## src/rtl/tof_cfg_pkg.sv

```systemverilog
// ============================================================================
// Module      : tof_cfg_pkg
// Description : Shared constants and types for the TOF configuration bank.
// Revision    : 1.0  initial release
// ============================================================================
`default_nettype none

package tof_cfg_pkg;

   localparam int unsigned NREGS_DEFAULT = 66;

   localparam logic [6:0] ADDR_STATUS = 7'h7E;
   localparam logic [6:0] ADDR_CMD    = 7'h7F;

   localparam int unsigned STS_BUSY    = 0;
   localparam int unsigned STS_PENDING = 1;
   localparam int unsigned STS_DIRTY   = 2;
   localparam int unsigned STS_TIMEOUT = 3;

   localparam int unsigned CMD_COMMIT      = 0;
   localparam int unsigned CMD_CLR_TIMEOUT = 1;

   localparam logic [2:0] ST_IDLE       = 3'd0;
   localparam logic [2:0] ST_COPY       = 3'd1;
   localparam logic [2:0] ST_ISSUE      = 3'd2;
   localparam logic [2:0] ST_WAIT_START = 3'd3;
   localparam logic [2:0] ST_WAIT_DONE  = 3'd4;

   typedef enum logic [2:0] {
      S_IDLE       = ST_IDLE,
      S_COPY       = ST_COPY,
      S_ISSUE      = ST_ISSUE,
      S_WAIT_START = ST_WAIT_START,
      S_WAIT_DONE  = ST_WAIT_DONE
   } tof_state_e;

endpackage

`default_nettype wire

```

## src/rtl/tof_cfg_handshake_fsm.sv

```systemverilog
// ============================================================================
// Module      : tof_cfg_handshake_fsm
// Description : Commit sequencer: copy strobe, update pulse and controller
//               handshake. Optional timeout counter under TOF_CFG_TIMEOUT_EN.
// Revision    : 1.0  initial release
// ============================================================================
`default_nettype none

module tof_cfg_handshake_fsm
   import tof_cfg_pkg::*;
#(
   parameter int unsigned TIMEOUT_CYCLES = 16777216
) (
   input  logic clk_i,
   input  logic rst_n_i,
   input  logic pending_i,
   input  logic ctrl_ready_i,
   input  logic updating_i,
   input  logic update_complete_i,
   output logic copy_o,
   output logic update_o,
   output logic busy_o,
   output logic timeout_o
);

   tof_state_e r_state;
   tof_state_e w_state_nxt;
   logic       w_expired;

   if (TIMEOUT_CYCLES < 2) begin : g_bad_timeout
      $error("tof_cfg_handshake_fsm: TIMEOUT_CYCLES must be at least 2");
   end

`ifdef TOF_CFG_TIMEOUT_EN
   localparam int unsigned c_cnt_w = $clog2(TIMEOUT_CYCLES);

   logic [c_cnt_w-1:0] r_cnt;
   logic               w_waiting;

   assign w_waiting = (r_state == S_WAIT_START) || (r_state == S_WAIT_DONE);

   // Cleared while in ISSUE so the count starts at zero on WAIT_START entry.
   always_ff @(posedge clk_i or negedge rst_n_i) begin
      if (!rst_n_i) begin
         r_cnt <= '0;
      end else if (r_state == S_ISSUE) begin
         r_cnt <= '0;
      end else if (w_waiting) begin
         r_cnt <= r_cnt + 1'b1;
      end
   end

   assign w_expired = w_waiting && (r_cnt == c_cnt_w'(TIMEOUT_CYCLES - 1));
`else
   assign w_expired = 1'b0;
`endif

   always_comb begin
      w_state_nxt = r_state;
      case (r_state)
         S_IDLE: begin
            if (pending_i && ctrl_ready_i) w_state_nxt = S_COPY;
         end
         S_COPY:  w_state_nxt = S_ISSUE;
         S_ISSUE: w_state_nxt = S_WAIT_START;
         S_WAIT_START: begin
            // update_complete_i may be stale from the previous update here.
            if (w_expired)       w_state_nxt = S_IDLE;
            else if (updating_i) w_state_nxt = S_WAIT_DONE;
         end
         S_WAIT_DONE: begin
            if (w_expired || (update_complete_i && !updating_i)) w_state_nxt = S_IDLE;
         end
         default: w_state_nxt = S_IDLE;
      endcase
   end

   always_ff @(posedge clk_i or negedge rst_n_i) begin
      if (!rst_n_i) begin
         r_state <= S_IDLE;
      end else begin
         r_state <= w_state_nxt;
      end
   end

   assign copy_o    = (r_state == S_COPY);
   assign update_o  = (r_state == S_ISSUE);
   assign busy_o    = (r_state != S_IDLE);
   assign timeout_o = w_expired;

endmodule

`default_nettype wire

```

## src/rtl/tof_cfg_regbank.sv

```systemverilog
// ============================================================================
// Module      : tof_cfg_regbank
// Description : Shadow/active configuration bank for the TOF controller with
//               commit handshake. Optional timeout via TOF_CFG_TIMEOUT_EN.
// Revision    : 1.0  initial release
// ============================================================================
`default_nettype none

module tof_cfg_regbank
   import tof_cfg_pkg::*;
#(
   parameter int unsigned NREGS          = NREGS_DEFAULT,
   parameter int unsigned TIMEOUT_CYCLES = 16777216
) (
   input  logic        clk_i,
   input  logic        rst_n_i,
   input  logic [6:0]  host_addr_i,
   input  logic        host_wr_i,
   input  logic        host_rd_i,
   input  logic [15:0] host_dat_i,
   output logic [15:0] host_dat_o,
   output logic        host_ack_o,
   input  logic [6:0]  cfg_addr_i,
   input  logic        cfg_rd_i,
   output logic [15:0] cfg_dat_o,
   input  logic        ctrl_ready_i,
   output logic        update_o,
   input  logic        updating_i,
   input  logic        update_complete_i,
   output logic        busy_o
);

   localparam logic [7:0] c_nregs = 8'(NREGS);

   if ((NREGS < 1) || (NREGS > 126)) begin : g_bad_nregs
      $error("tof_cfg_regbank: NREGS must be 1..126 to stay below the status address");
   end

   logic [15:0] r_shadow [NREGS];
   logic [15:0] r_active [NREGS];
   logic        r_pending;
   logic        r_dirty;
   logic        r_timeout;
   logic        r_ack;
   logic [15:0] r_host_dat;
   logic [15:0] r_cfg_dat;
   logic [15:0] w_status;
   logic [15:0] w_rd_dat;
   logic        w_copy;
   logic        w_busy;
   logic        w_timeout_evt;
   logic        w_host_in_range;
   logic        w_cfg_in_range;
   logic        w_shadow_wr;
   logic        w_cmd_wr;
   logic        w_commit;
   logic        w_clr_timeout;

   // The controller's read strobe carries no meaning for a registered read.
   wire w_unused_cfg_rd = cfg_rd_i;

   assign w_host_in_range = ({1'b0, host_addr_i} < c_nregs);
   assign w_cfg_in_range  = ({1'b0, cfg_addr_i} < c_nregs);
   assign w_shadow_wr     = host_wr_i && w_host_in_range;
   assign w_cmd_wr        = host_wr_i && (host_addr_i == ADDR_CMD);
   assign w_commit        = w_cmd_wr && host_dat_i[CMD_COMMIT];
   assign w_clr_timeout   = w_cmd_wr && host_dat_i[CMD_CLR_TIMEOUT];

   // A shadow write in the COPY cycle lands after the copy samples the old word.
   always_ff @(posedge clk_i or negedge rst_n_i) begin
      if (!rst_n_i) begin
         for (int i = 0; i < NREGS; i++) r_shadow[i] <= '0;
      end else if (w_shadow_wr) begin
         r_shadow[host_addr_i] <= host_dat_i;
      end
   end

   always_ff @(posedge clk_i or negedge rst_n_i) begin
      if (!rst_n_i) begin
         for (int i = 0; i < NREGS; i++) r_active[i] <= '0;
      end else if (w_copy) begin
         r_active <= r_shadow;
      end
   end

   // New events in the same cycle override the clearing condition.
   always_ff @(posedge clk_i or negedge rst_n_i) begin
      if (!rst_n_i) begin
         r_pending <= 1'b0;
         r_dirty   <= 1'b0;
         r_timeout <= 1'b0;
      end else begin
         if (w_copy)        r_pending <= 1'b0;
         if (w_commit)      r_pending <= 1'b1;
         if (w_copy)        r_dirty   <= 1'b0;
         if (w_shadow_wr)   r_dirty   <= 1'b1;
         if (w_clr_timeout) r_timeout <= 1'b0;
         if (w_timeout_evt) r_timeout <= 1'b1;
      end
   end

   always_comb begin
      w_status              = '0;
      w_status[STS_BUSY]    = w_busy;
      w_status[STS_PENDING] = r_pending;
      w_status[STS_DIRTY]   = r_dirty;
      w_status[STS_TIMEOUT] = r_timeout;
   end

   always_comb begin
      w_rd_dat = '0;
      if (w_host_in_range)                 w_rd_dat = r_shadow[host_addr_i];
      else if (host_addr_i == ADDR_STATUS) w_rd_dat = w_status;
   end

   always_ff @(posedge clk_i or negedge rst_n_i) begin
      if (!rst_n_i) begin
         r_ack      <= 1'b0;
         r_host_dat <= '0;
         r_cfg_dat  <= '0;
      end else begin
         r_ack     <= host_rd_i || host_wr_i;
         r_cfg_dat <= w_cfg_in_range ? r_active[cfg_addr_i] : 16'h0000;
         if (host_rd_i) r_host_dat <= w_rd_dat;
      end
   end

   tof_cfg_handshake_fsm #(
      .TIMEOUT_CYCLES (TIMEOUT_CYCLES)
   ) u_fsm (
      .clk_i             (clk_i),
      .rst_n_i           (rst_n_i),
      .pending_i         (r_pending),
      .ctrl_ready_i      (ctrl_ready_i),
      .updating_i        (updating_i),
      .update_complete_i (update_complete_i),
      .copy_o            (w_copy),
      .update_o          (update_o),
      .busy_o            (w_busy),
      .timeout_o         (w_timeout_evt)
   );

   assign host_dat_o = r_host_dat;
   assign host_ack_o = r_ack;
   assign cfg_dat_o  = r_cfg_dat;
   assign busy_o     = w_busy;

endmodule

`default_nettype wire

```

## config.mk

```make
export PLATFORM = sky130hd
export DESIGN_NAME = tof_cfg_regbank
export DESIGN_NICKNAME = d
export VERILOG_FILES = /design/src/rtl/tof_cfg_pkg.sv /design/src/rtl/tof_cfg_handshake_fsm.sv /design/src/rtl/tof_cfg_regbank.sv
export SDC_FILE = /design/constraint.sdc
export NUM_CORES = 2
export LEC_CHECK = 0
export BUFFER_PORTS_ARGS = -buffer_cell sky130_fd_sc_hd__buf_2
export CAP_MARGIN = 20
export CORE_MARGIN = 3
export CORE_UTILIZATION = 68
export CTS_CLUSTER_DIAMETER = 120
export CTS_CLUSTER_SIZE = 28
export DETAILED_ROUTE_END_ITERATION = 10
export PLACE_DENSITY = 0.93
export SLEW_MARGIN = 10
export SYNTH_ARGS = -nofsm -noshare
export SYNTH_HDL_FRONTEND = slang
export SYNTH_HIERARCHICAL = 1
export SYNTH_SLANG_ARGS = --single-unit
```

## constraint.sdc

```tcl
create_clock -name clk_i -period 3.7 [get_ports clk_i]
set_input_delay 0.74 -clock clk_i [delete_from_list [all_inputs] [get_ports clk_i]]
set_output_delay 0.74 -clock clk_i [all_outputs]
set_load 0.05 [all_outputs]
```

==> summary.txt <==
STA
  • Period utilisation layout: 83.1%
  • Max_slew headroom: 26.4%
  • Fin. Hold Viols: 0
  • Maximum clock rate: 0.325 GHz
  • Worst Max-Slew Pin Slew: 1.10 ns
  • RSZ-0062 raised after global routing: no
  • Layout Skew: 0.0578 ns
  • Crit path time final: 3.08 ns
  • Setup TNS: 0 ns
  • Slew Viols, Final: 0
  • Setup Viol. Count Final: 0

Routing
  • Met2 WL: 127000 µm
  • Routed length per instance: 36.4 µm
  • Total wire length: 300000 µm
  • Pre-antenna DRT Iters: 8
  • Routed Antenna Nets: 0
  • DRT iter0 DRCs: 9304
  • DRC viols: 0
  • Met1 wire length: 104000 µm
  • Vias/cell: 7.62
  • Routed length on met3: 45300 µm
  • DR top layer: met5
  • Total number of vias: 62853

GRT
  • Initial antenna violation count: 38
  • GRT Util Overall: 41.2%
  • First-pass GRT wire length: 440000 µm
  • Vias in the first global route: 64774
  • Gr ovfl total: 0
  • Largest net degree at the start of global routing: 153

Power and ir drop
  • P_leak: 50.2 nW
  • Power density over the cells: 513 nW/µm²
  • PnR Total Power: 53.6 mW
  • Worst vdd ir: 0.000465 V

Worst setup path
  • Arrival @ worst endpoint: 2.34 ns
  • Crit-path max FO: 7
  • Critical-path cell list: or3_1 > buf_2
  • Req. time, crit path: 2.96 ns
  • Crit-path slowest cell: or3_1
  • WP depth: 2
  • Crit Path Class: reg2out
  • RR Startpoint: r_active[808]
  • CP endpoint kind: primary output
  • R2R depth: 6
  • CP delay by family, top: simple AND/OR/NAND/NOR gates
  • Startpoint types: flip-flop
  • Reg2reg setup slack: 0.91 ns
  • Worst r2r dst: cfg_dat_o[8]
  • CP peak stage delay: 0.74 ns
  • Crit path buffers/inverters: 1

Status
  • Status: finished, final reports clean

Synthesis
  • Post-synth EDFFs: 0
  • Net Count, Synth: 6330
  • Post-synthesis sequential area ratio: 55.5%
  • Post-synth top flop: dfrtp_1
  • Total number of yosys warnings: 6
  • Async SR Flop Fraction: 100%
  • Mapped Cells: 6292
  • Post-synthesis cell area: 97000 µm²
  • Yosys reg bits: 2151
  • Synth cell types: 76
  • Post-Syn Area per Cell: 15.4 µm²

Final layout
  • Layout cells sized above 1: 51.5%
  • Nets@finish: 6379
  • # fillers: 7685
  • Layout area overhead: 7.73%

Clock tree
  • CTS Sinks: 2151
  • Worst-path clk slew: 0.10 ns
  • Clock Latency Late Sink: 0.80 ns
  • TritonCTS Buffers: 86
  • Clock Path Buffers: 3
  • Setup bufs post-CTS: 0
  • Root Driver: clkbuf_16
  • CTS H-tree lvls: 3
  • CTS tree: yes

Floorplan
  • Die height: 384 µm
  • IO Count: 73
  • FP Rows: 137
  • Initial Utilization: 69.0%
  • DIE AREA: 147000 µm²
  • Core ar.: 141000 µm²
  • Die Width: 384 µm

Worst hold path
  • Worst Hold Class: in2reg
  • Worst Hold End: u_fsm/r_state[0]
  • Hold path cells: 3
  • Hold_sp: ctrl_ready_i

Placed design
  • GPL Wtd Cong: 1.02
  • DP Wirelength: 196000 µm
  • Port-buffer cells: 71

Flow run
  • # Max-Cap Violations: 0
## worst register-to-register path, stage by stage (launching register included)
cell and delay (ns):
dfrtp_1 0.41, mux4_2 0.55, mux4_2 0.61, o21ai_0 0.30, o21ai_0 0.13, o21ai_0 0.12
o21ai_0 0.38
## final cells by class
type,instances,area [µm²],share of cell area [%]
inverter,9,33.8,0.0323
clock buffer,88,2200,2.11
timing repair buffer,485,4970,4.75
multi-input combinational,3608,41000,39.2
sequential,2151,53800,51.5
tap,1876,2350,2.25
clock inverter,5,50.0,0.0479
antenna,22,55.1,0.0527
## cell usage after synthesis, types with 20 or more instances
| cell type | n | share of area, % |
|---|---|---|
| o22ai_1 | 59 | 0.38 |
| buf_1 | 60 | 0.23 |
| mux2_2 | 2198 | 26 |
| buf_4 | 24 | 0.19 |
| a21oi_1 | 57 | 0.29 |
| mux4_2 | 408 | 9.5 |
| dfrtp_1 | 2151 | 56 |
| a22o_1 | 20 | 0.18 |
| nand2_1 | 89 | 0.34 |
| a221oi_1 | 93 | 0.84 |
| a221o_1 | 22 | 0.23 |
| mux2i_1 | 170 | 1.8 |
| nor2_1 | 85 | 0.33 |
| nor2_2 | 29 | 0.19 |
| o21ai_0 | 107 | 0.55 |
| buf_2 | 100 | 0.52 |
| clkbuf_1 | 339 | 1.3 |
| a22oi_1 | 43 | 0.33 |
## placed cells by master (no fill, tap or decap), drive strengths merged, types with 6 or more instances in the layout
cell type / Yosys / routed
mux2: 2198 / 2198
dfrtp: 2151 / 2151
buf: 185 / 484
mux4: 408 / 408
mux2i: 170 / 170
nor2: 116 / 116
o21ai: 107 / 107
nand2: 107 / 107
a221oi: 93 / 93
clkbuf: 339 / 88
o22ai: 59 / 59
a21oi: 57 / 57
a22oi: 43 / 43
diode: 0 / 22
a221o: 22 / 22
a22o: 20 / 20
nand3: 17 / 17
a31oi: 14 / 14
o211ai: 13 / 13
o221ai: 12 / 12
nor3: 12 / 12
inv: 9 / 12
and2: 11 / 11
nor2b: 11 / 11
o2bb2ai: 10 / 10
or2: 9 / 9
nand2b: 9 / 9
a211oi: 7 / 7
o31ai: 7 / 7
o22a: 6 / 6
## stage by stage
step	area [µm²]	std cells	hold WS [ns]	setup WS, ns	util [%]
floorplan	97000	6292	0.444	0.690	-
global placement	102000	8127	0.462	0.133	72.7
detailed placement	102000	8128	0.467	0.0578	72.7
CTS	104000	8222	0.196	0.695	74.3
global route	104000	8224	0.217	0.601	74.3
finish	104000	8244	0.211	0.624	74.3
## registers in the layout, indices dropped and copies added (netlist names)
register	cells
cfg_dat_o	16
host_ack_o	1
host_dat_o	16
r_active	1056
r_dirty	1
r_pending	1
r_shadow	1056
r_timeout	1
u_fsm/r_state	3
## report_power, final
group | total [mW] | switching (mW) | internal (mW)
logic | 12.7 | 6.24 | 6.48
clock network | 11.6 | 7.29 | 4.31
registers | 29.3 | 2.30 | 27.0
## worst max path at each step
stage                     start      endpoint  slack [ns]
6_report       u_fsm/r_state[2]        busy_o        0.62
5_1_grt        u_fsm/r_state[2]        busy_o        0.60
4_1_cts        u_fsm/r_state[2]        busy_o        0.70
3_5_place_dp      cfg_addr_i[0]  cfg_dat_o[8]        0.06
3_3_place_gp      cfg_addr_i[0]  cfg_dat_o[7]        0.13
2_1_floorplan     cfg_addr_i[0]  cfg_dat_o[4]        0.69
## repair_timing
action                                 CTS  global route
resized for setup                        0             0
endpoints found under the hold margin   34             0
hold buffers                             1             0
## per-layer routing
layer,GRT usage (%),up-vias
met5,0.496,-
met4,26.4,28
met3,18.5,1390
met2,57.2,4939
met1,52.7,32954
li1,-,23542
## logic make-up (layout without fill, tap and decap cells)
logic type	Yosys count	count (layout)	share of synthesized area (%)
other	1	23	0.00387
AO/OA/AOI/OAI	515	515	3.78
AND/OR/NAND/NOR	316	316	1.66
buffers and inverters	533	587	2.29
flip-flops	2151	2151	55.5
multiplexers	2776	2776	36.8
(Power assumes the default switching activity.)
